File: config.mk
export PLATFORM = sky130hd
export DESIGN_NAME = sram_read_engine
export DESIGN_NICKNAME = d
export VERILOG_FILES = /design/src/rtl/sram_read_engine.sv
export SDC_FILE = /design/constraint.sdc
export NUM_CORES = 1
export LEC_CHECK = 0
export CORE_UTILIZATION = 45
export DETAILED_ROUTE_END_ITERATION = 8
export GPL_TIMING_DRIVEN = 0
export PLACE_DENSITY = 0.88
export SYNTH_ARGS = -nofsm -noshare
export SYNTH_HDL_FRONTEND = slang
export SYNTH_SLANG_ARGS = --single-unit
File: constraint.sdc
create_clock -name clk -period 9.7 [get_ports clk]
set_input_delay 0.97 -clock clk [delete_from_list [all_inputs] [get_ports clk]]
set_output_delay 0.97 -clock clk [all_outputs]
set_load 0.005 [all_outputs]
File: src/rtl/sram_read_engine.sv
`default_nettype none
// ============================================================================
// Module   : sram_read_engine
// Purpose  : Walks one packet's page chain (one page issue every 8 cycles)
//            and re-times the returned halfwords into a gap-free sop/eop
//            stream. Optional macro ECC_CHECK_EN adds per-page ECC checking.
// Revision : 1.0 - initial release
// ============================================================================
module sram_read_engine #(
    parameter int PAGE_AW = 11,
    parameter int LEN_LSB = 7
) (
    input  logic               clk,
    input  logic               rst,
    input  logic               rd_start,
    input  logic [15:0]        rd_head_addr,
    output logic               rd_ready,
    output logic               rd_another_page,
    output logic [PAGE_AW-1:0] rd_page,
    input  logic [15:0]        rd_xfer_data,
    input  logic [15:0]        rd_next_page,
    input  logic [7:0]         rd_ecc_code,
    output logic               out_data_vld,
    output logic [15:0]        out_data,
    output logic               out_sop,
    output logic               out_eop,
    output logic               ecc_err,
    output logic [PAGE_AW-1:0] ecc_err_page
);

    localparam int c_LW = 16 - LEN_LSB;

    localparam logic [1:0] c_IDLE   = 2'd0;
    localparam logic [1:0] c_HEAD   = 2'd1;
    localparam logic [1:0] c_STREAM = 2'd2;
    localparam logic [1:0] c_DONE   = 2'd3;

    logic [1:0]         r_state;
    logic [c_LW-1:0]    r_cnt;
    logic [c_LW-1:0]    r_lc;
    logic [PAGE_AW-1:0] r_next;
    logic [c_LW-1:0]    w_hdr_len;
    logic [c_LW-1:0]    w_lc;
    logic [c_LW:0]      w_next_start;
    logic               w_last;

    // r_cnt is the index of the halfword currently on rd_xfer_data; the
    // length is taken straight from the header while halfword 0 is present.
    always_comb begin
        w_hdr_len    = rd_xfer_data[15:LEN_LSB];
        w_lc         = r_lc;
        if (r_cnt == '0) begin
            w_lc = (w_hdr_len == '0) ? c_LW'(1) : w_hdr_len;
        end
        w_last       = (r_cnt == w_lc - c_LW'(1));
        w_next_start = {1'b0, r_cnt[c_LW-1:3], 3'b000} + (c_LW+1)'(8);
    end

    assign rd_ready = (r_state == c_IDLE);

    always_ff @(posedge clk) begin
        if (rst) begin
            r_state         <= c_IDLE;
            r_cnt           <= '0;
            r_lc            <= '0;
            r_next          <= '0;
            rd_another_page <= 1'b0;
            rd_page         <= '0;
            out_data_vld    <= 1'b0;
            out_data        <= '0;
            out_sop         <= 1'b0;
            out_eop         <= 1'b0;
        end else begin
            rd_another_page <= 1'b0;
            out_data_vld    <= 1'b0;
            out_sop         <= 1'b0;
            out_eop         <= 1'b0;
            case (r_state)
                c_IDLE: begin
                    if (rd_start) begin
                        r_state         <= c_HEAD;
                        rd_another_page <= 1'b1;
                        rd_page         <= rd_head_addr[PAGE_AW-1:0];
                    end
                end
                c_HEAD: begin
                    r_state <= c_STREAM;
                    r_cnt   <= '0;
                end
                c_STREAM: begin
                    out_data_vld <= 1'b1;
                    out_data     <= rd_xfer_data;
                    out_sop      <= (r_cnt == '0);
                    out_eop      <= w_last;
                    if (r_cnt == '0) begin
                        r_lc <= w_lc;
                    end
                    if (r_cnt[2:0] == 3'd0) begin
                        r_next <= rd_next_page[PAGE_AW-1:0];
                    end
                    // Issue one cycle early so the next page's data follows slot 7 back-to-back.
                    if ((r_cnt[2:0] == 3'd6) && (w_next_start < {1'b0, w_lc})) begin
                        rd_another_page <= 1'b1;
                        rd_page         <= r_next;
                    end
                    if (w_last) begin
                        r_state <= c_DONE;
                    end else begin
                        r_cnt <= r_cnt + c_LW'(1);
                    end
                end
                c_DONE: begin
                    r_state <= c_IDLE;
                end
                default: begin
                    r_state <= c_IDLE;
                end
            endcase
        end
    end

`ifdef ECC_CHECK_EN
    logic [2:0]         w_slot;
    logic [127:0]       r_buf;
    logic [127:0]       w_buf;
    logic [7:0]         r_code;
    logic [7:0]         w_code;
    logic [7:0]         w_enc;
    logic [PAGE_AW-1:0] r_pg;
    logic [PAGE_AW-1:0] w_pg;
    logic               w_close;
    logic               w_unused;

    // Slot 0 clears the buffer so unwritten tail slots of the last page read as zero.
    always_comb begin
        w_slot = r_cnt[2:0];
        w_buf  = (w_slot == 3'd0) ? '0 : r_buf;
        w_buf[{w_slot, 4'b0000} +: 16] = rd_xfer_data;
        w_code  = (w_slot == 3'd0) ? rd_ecc_code : r_code;
        w_pg    = (w_slot == 3'd0) ? rd_page : r_pg;
        w_close = (r_state == c_STREAM) && ((w_slot == 3'd7) || w_last);
    end

    ecc_encoder u_ecc_encoder (
        .i_data (w_buf),
        .o_code (w_enc)
    );

    always_ff @(posedge clk) begin
        if (rst) begin
            r_buf        <= '0;
            r_code       <= '0;
            r_pg         <= '0;
            ecc_err      <= 1'b0;
            ecc_err_page <= '0;
        end else begin
            ecc_err <= 1'b0;
            if (r_state == c_STREAM) begin
                r_buf  <= w_buf;
                r_code <= w_code;
                r_pg   <= w_pg;
                if (w_close && (w_enc != w_code)) begin
                    ecc_err      <= 1'b1;
                    ecc_err_page <= w_pg;
                end
            end
        end
    end

    assign w_unused = ^{rd_head_addr[15:PAGE_AW], rd_next_page[15:PAGE_AW]};
`else
    logic w_unused;

    assign ecc_err      = 1'b0;
    assign ecc_err_page = '0;
    assign w_unused     = ^{rd_head_addr[15:PAGE_AW], rd_next_page[15:PAGE_AW], rd_ecc_code};
`endif

endmodule

`ifdef ECC_CHECK_EN
// ============================================================================
// Module   : ecc_encoder
// Purpose  : 8-bit check code over one 8-halfword page.
// Revision : 1.0 - initial release
// ============================================================================
module ecc_encoder (
    input  logic [127:0] i_data,
    output logic [7:0]   o_code
);
    always_comb begin
        o_code = '0;
        for (int h = 0; h < 8; h++) begin
            o_code = o_code ^ i_data[16*h +: 8]
                   ^ {i_data[16*h+8 +: 7], i_data[16*h+15]};
        end
    end
endmodule
`endif

`default_nettype wire

==> flow_summary_export.csv, run 1 <==
group,metric,value,unit
worst_setup_path,worst_ep_required_time,9930,ps
routing,routed_wl,8890,µm
global_routing,gr-usage-all-layers,22.7,%
worst_setup_path,crit_slowest_cell,"or4b_1",
worst_setup_path,cp-end-kind,"flop",
worst_hold_path,hold_class,"flop to flop",
die,core.rowCount,31,
timing,setup_violations,0,
timing,rsz0062_at_grt,"false",
worst_setup_path,r2r_cells,17,
timing,clock_skew,8.00,ps
routing,drcViolationCount,0,
yosys,async_reset_ff_share,0,%
global_routing,grt_overflow_total,0,
worst_setup_path,path_class,"flop to flop",
finish,n_antenna_cell,0,
global_routing,antenna_found_initial,0,
routing,dr.pass1.iters,6,
pwr,p_seq_share,33.6,%
finish,layout.nets,563,
worst_setup_path,cp_max_fo,10,
worst_setup_path,cp.depth,17,
yosys,ys_seq_elements,62,
pwr,sw_frac_of_total,37.9,%
timing,slew_headroom,50.2,%
finish,area_growth,29.5,%
pwr,p_per_area,231,nW/µm²
global_routing,grt_pass1_vias,3249,
yosys,ys_types,61,
clock_tree,h-tree-depth,3,
routing,initialDrtViolationCount,226,
global_routing,grt_pass1_wl,15100,µm
timing,worstMarginPinSlew,748,ps
yosys,syn_avg_cell_area,8.85,µm²
yosys,syn_inst,398,
die,initial_core_util,47.5,%
placement,pre_cts_slack,4420,ps
die,core,7410,µm²
placement,port_buffers,70,
finish,drive_above_1_share,12.1,%
clock_tree,ctsHoldBuffers,0,
worst_hold_path,holdPathStages,2,
pwr,p_clk_share,19.1,%
timing,fmax,185,MHz
yosys,netlist_area,3520,µm²
routing,vias,3218,
routing,routed_via_density,5.42,
pwr,p_int,0.656,mW
clock_tree,clkSinkCount,62,
routing,wl_per_cell,15.0,µm
pwr,combPwrFrac,47.3,%
clock_tree,cts_buffers,9,
timing,setup_tns,0,ps
worst_setup_path,critical_path_arrival,5650,ps
clock_tree,clockBufferDepth,2,
yosys,ys_warn_count,0,
clock_tree,cts-root-buf,"clkbuf_8",
pwr,peakVddDrop,138,µV
placement,gp_congestion,0.909,
worst_setup_path,cpPeakStageDelay,590,ps
timing,setup_ws,4280,ps
pwr,p_switching,0.399,mW
yosys,synth_edf_count,0,
clock_tree,cts.repair.resized,0,
worst_setup_path,worstSetupStartpointType,"flop",
run,maxCapViolCount,0,
finish,layout_commonest_cell,"clkdlybuf4s50_1",
worst_setup_path,crit_family,"simple AND/OR/NAND/NOR gates",
worst_setup_path,cp_cell_sequence,"inv_1 -> ha_1 -> or4b_4 -> nor2_4 -> clkbuf_1 -> clkbuf_1 -> mux2i_1 -> ha_1 -> or4b_1 -> o21ai_0 -> o2111ai_1 -> a2111o_1 -> or4_4 -> o21ai_4 -> buf_4 -> a211oi_1 -> a21o_1",
clock_tree,cts_tree,"yes",
timing,maxSlewViolCount,0,
yosys,ys_seq_area_share,35.3,%
timing,period_needed,5420,ps
routing,drtAntennaViolNets,0,
global_routing,grt_max_degree,13,
clock_tree,clk_latency,340,ps
placement,hpwl,6640,µm
timing,post-route-period-util,55.9,%
die,io_pins,103,
pwr,p_leak,1.92,nW
finish,layout_common_cells,"clkdlybuf4s50_1 (70), dfxtp_1 (62), nor2_1 (50), mux2i_1 (45), nand2_1 (22)",
clock_tree,post_cts_buffers,0,
worst_setup_path,cp_num_buf_inv,4,
die,dieArea,8180,µm²
die,die_h,90.5,µm
timing,hold_violations,0,
run_status,status,"finished, final reports clean",
yosys,ys.flop_type,"dfxtp_1",
clock_tree,clkTransAtPathRegs,70,ps
die,die_w,90.5,µm
==> cells in the mapped netlist, drive strengths merged, types with 2 or more instances <==
cell type	n	area share, %
a31oi	2	0.36
o311ai	2	0.50
nand3	21	3.0
o31ai	3	0.64
o21a	2	0.43
xnor2	10	2.5
a211oi	2	0.43
or4	5	1.3
a21oi	20	2.8
a21o	3	0.64
mux2i	45	13
o21ai	9	1.7
and3	3	0.53
and2	3	0.53
nand2b	4	0.71
nand2	22	2.3
ha	14	5.0
or4b	2	0.68
dfxtp	62	35
clkbuf	13	1.4
nand4b	2	0.50
nor4	4	0.71
nor2b	3	0.53
or3	4	0.71
buf	24	4.4
mux2	12	3.8
inv	13	1.4
or2	3	0.53
nor2	51	5.7
nor4b	3	0.92
nor3	7	1.1
xor2	8	2.0
o2111ai	2	0.50
==> cell type report <==
class                      count  area, µm²
fill                         621       2850
inverter                      13       48.8
clock buffer                   9        124
multi-input combinational    297       2070
clock inverter                 7       50.0
sequential                    62       1240
timing repair buffer          70        701
buffer                        37        204
tap                           99        124
==> routing by layer <==
metal | GRT usage [%] | wire length (µm) | up-vias
met5 | 0 | 0 | -
met3 | 7.07 | 717 | 20
met2 | 37.2 | 4130 | 145
met1 | 27.3 | 3840 | 1496
li1 | - | - | 1557
met4 | 9.81 | 200 | 0
==> state kept, by name, summed over array words and instances, names as in the netlist <==
register,flops
rd_page,11
r_lc,9
r_cnt,9
out_sop,1
out_data,16
out_eop,1
rd_another_page,1
out_data_vld,1
r_state,2
r_next,11
==> power groups by stage <==
stage	Sequential (mW)	Combinational [mW]	Clock, mW
floorplan	0.352	0.329	0
global placement	0.356	0.478	0
detailed placement	0.358	0.494	0
CTS	0.354	0.499	0.204
global route	0.361	0.543	0.217
finish	0.354	0.499	0.202
==> logic make-up (layout without fill, tap and decap cells) <==
group | Yosys count | after routing | synth area share, %
XOR/XNOR | 18 | 18 | 4.48
AO/OA/AOI/OAI | 55 | 55 | 10.8
adder cells (fa/ha/maj) | 14 | 14 | 4.98
other | 1 | 12 | 0.107
buffers and inverters | 50 | 136 | 7.18
AND/OR/NAND/NOR | 141 | 141 | 20.6
multiplexers | 57 | 57 | 16.6
flip-flops | 62 | 62 | 35.3
==> path summary, 6_finish.rpt <==
path	endpoint	startpoint	slack (ps)
max	r_cnt[3]	r_cnt[0]	4280
min	out_data[12]	out_data[12]	500
max reg2reg	r_cnt[3]	r_cnt[0]	4280
min reg2reg	out_data[12]	out_data[12]	500
==> through the flow <==
step	util (%)	instance area (µm²)	power [mW]	hold slack, ps	std cells
after floorplan	-	3560	0.681	458	409
after global placement	59.2	4390	0.834	472	578
after detailed placement	59.2	4390	0.852	480	578
after CTS	61.6	4560	1.06	496	594
after global routing	61.6	4560	1.12	521	594
final	61.6	4560	1.05	497	594
==> worst min-delay path: cells and delay by family (launching register included) <==
kind	cells	cell delay (ps)
simple gates	1	70
flops	1	330
mux	1	60
Note: power is estimated with default switching activity, not from simulation.
==> inputs of run 2 (changes only) <==
==> constraint.sdc (replaced) <==
create_clock -name clk -period 5.4 [get_ports clk]
set_input_delay 0.54 -clock clk [delete_from_list [all_inputs] [get_ports clk]]
set_output_delay 0.54 -clock clk [all_outputs]
set_load 0.005 [all_outputs]
==> flow_summary_export.csv, run 2 (synthesized netlist as in run 1, its figures left out) <==
group,metric,value,unit
clock_tree,post_cts_buffers,0,
worst_setup_path,critical_path_arrival,5210,ps
finish,drive_above_1_share,12.3,%
die,die_h,90.5,µm
run,maxCapViolCount,0,
finish,layout.nets,562,
finish,seqCellArea,1240,µm²
worst_setup_path,cpPeakStageDelay,580,ps
pwr,sw_frac_of_total,37.7,%
timing,clock_skew,7.81,ps
worst_hold_path,hold_end,"out_data[12]",
finish,area_growth,29.5,%
die,die_w,90.5,µm
pwr,p_switching,0.713,mW
pwr,peakVddDrop,247,µV
timing,period_needed,4980,ps
global_routing,grt_overflow_total,0,
clock_tree,clockBufferDepth,2,
worst_hold_path,hold_class,"flop to flop",
pwr,p_seq_share,33.6,%
routing,initialDrtViolationCount,255,
timing,hold_violations,0,
timing,slew_headroom,50.4,%
worst_setup_path,worst_ep_required_time,5630,ps
clock_tree,clkSinkCount,62,
worst_setup_path,r2r_slack,420,ps
worst_setup_path,path_class,"flop to flop",
clock_tree,clk_latency,340,ps
clock_tree,cts-root-buf,"clkbuf_8",
clock_tree,cts_buffers,9,
finish,top_register,"out_data",
routing,routed_wl,8850,µm
clock_tree,cts_tree,"yes",
clock_tree,clkTransAtPathRegs,70,ps
run_status,status,"finished, final reports clean",
timing,rsz0062_at_grt,"false",
worst_setup_path,r2r_cells,16,
timing,setup_violations,0,
worst_setup_path,crit_slowest_cell,"or4b_1",
routing,vias,3180,
placement,pre_cts_slack,118,ps
worst_setup_path,cpMostUsedCell,"ha_1",
worst_setup_path,rr_endpoint,"r_cnt[3]",
worst_setup_path,r2r-start,"r_cnt[0]",
worst_setup_path,cp_max_fo,13,
finish,fill_cells,621,
routing,routed_via_density,5.36,
pwr,p_leak,1.92,nW
clock_tree,h-tree-depth,3,
routing,drcViolationCount,0,
worst_setup_path,cp_num_buf_inv,3,
timing,post-route-period-util,92.2,%
finish,n_antenna_cell,0,
routing,dr.pass1.iters,4,
pwr,p_per_area,415,nW/µm²
die,initial_core_util,47.5,%
pwr,p_clk_share,19.1,%
timing,setup_ws,419,ps
pwr,combPwrFrac,47.2,%
worst_setup_path,cp_cell_sequence,"inv_1 -> ha_1 -> or4b_4 -> nor2_4 -> clkbuf_2 -> mux2i_1 -> ha_1 -> or4b_1 -> o21ai_0 -> o2111ai_1 -> a2111o_1 -> or4_4 -> o21ai_4 -> buf_4 -> a211oi_1 -> a21o_1",
timing,fmax,201,MHz
global_routing,grt_pass1_vias,3249,
global_routing,grt_pass1_wl,15100,µm
finish,largest_register_ffs,16,
worst_hold_path,hp-start,"out_data[12]",
global_routing,gr-usage-all-layers,22.7,%
finish,layout_commonest_cell,"clkdlybuf4s50_1",
worst_setup_path,crit_family,"simple AND/OR/NAND/NOR gates",
worst_setup_path,worstSetupStartpointType,"flop",
die,io_pins,103,
placement,port_buffers,70,
routing,wl_per_cell,14.9,µm
timing,setup_tns,0,ps
timing,holdWs,498,ps
die,dieArea,8180,µm²
worst_setup_path,crit_path_start,"r_cnt[0]",
global_routing,grt_max_degree,13,
placement,gp_congestion,0.909,
finish,reg.largest.list,"out_data: 16 flops, r_next: 11 flops, rd_page: 11 flops",
die,core.rowCount,31,
timing,worstMarginPinSlew,744,ps
global_routing,antenna_found_initial,0,
worst_setup_path,cp-end-kind,"flop",
timing,maxSlewViolCount,0,
finish,multiInputGateArea,2070,µm²
pwr,p_int,1.18,mW
worst_hold_path,holdPathStages,2,
routing,drtAntennaViolNets,0,
die,core,7410,µm²
finish,layout_common_cells,"clkdlybuf4s50_1 (70), dfxtp_1 (62), nor2_1 (50), mux2i_1 (45), nand2_1 (22)",
placement,hpwl,6640,µm
## run 2: cell type report
class / count / share of cell area, %
flip-flops and latches: 62 / 27.2
plain buffers: 36 / 4.42
inverters: 13 / 1.07
repair buffers: 70 / 15.4
well taps: 99 / 2.72
clock inverters: 7 / 1.10
multi-input cells: 297 / 45.4
clock buffers: 9 / 2.72
## run 2: stage by stage
step / cell area [µm²] / std cells / utilization, % / power (mW)
2_1_floorplan: 3560 / 409 / - / 1.22
3_3_place_gp: 4390 / 578 / 59.2 / 1.50
3_5_place_dp: 4390 / 578 / 59.2 / 1.53
4_1_cts: 4560 / 594 / 61.6 / 1.90
5_1_grt: 4560 / 593 / 61.5 / 2.01
6_report: 4560 / 593 / 61.5 / 1.89
## run 2: what timing repair did
item                                    CTS  global route
resized for setup                         0             2
endpoints found under the setup margin    0            12
hold buffers                              0             0
## run 2: worst register-to-register path, cell delays in order, from the launching register on
cell and delay, ps:
dfxtp_1 380, inv_1 110, ha_1 210, or4b_4 520, nor2_4 270, clkbuf_2 340
mux2i_1 260, ha_1 280, or4b_1 580, o21ai_0 210, o2111ai_1 150, a2111o_1 410
or4_4 470, o21ai_4 230, buf_4 210, a211oi_1 60, a21o_1 170
## run 2: worst max path at each step
stage / cells past startpoint / endpoint / slack [ps]
after floorplan: 16 / r_cnt[2] / 820
after global placement: 17 / r_cnt[3] / 210
after detailed placement: 17 / r_cnt[3] / 120
after CTS: 17 / r_cnt[3] / 80
after global routing: 16 / r_cnt[3] / 130
final: 16 / r_cnt[3] / 420
## run 2: power groups by stage
| stage | clock network, mW | registers [mW] | logic [mW] |
|---|---|---|---|
| floorplan | 0 | 0.633 | 0.591 |
| global placement | 0 | 0.639 | 0.859 |
| detailed placement | 0 | 0.643 | 0.888 |
| CTS | 0.367 | 0.635 | 0.896 |
| global route | 0.389 | 0.649 | 0.975 |
| finish | 0.361 | 0.636 | 0.893 |
## run 2: metal layers
metal / vias to the layer above / global-route usage [%] / part of all wire (%)
li1: 1556 / - / -
met1: 1465 / 27.3 / 42
met2: 143 / 37.2 / 47
met3: 16 / 7.07 / 8.9
met4: 0 / 9.81 / 1.9
met5: - / 0 / 0
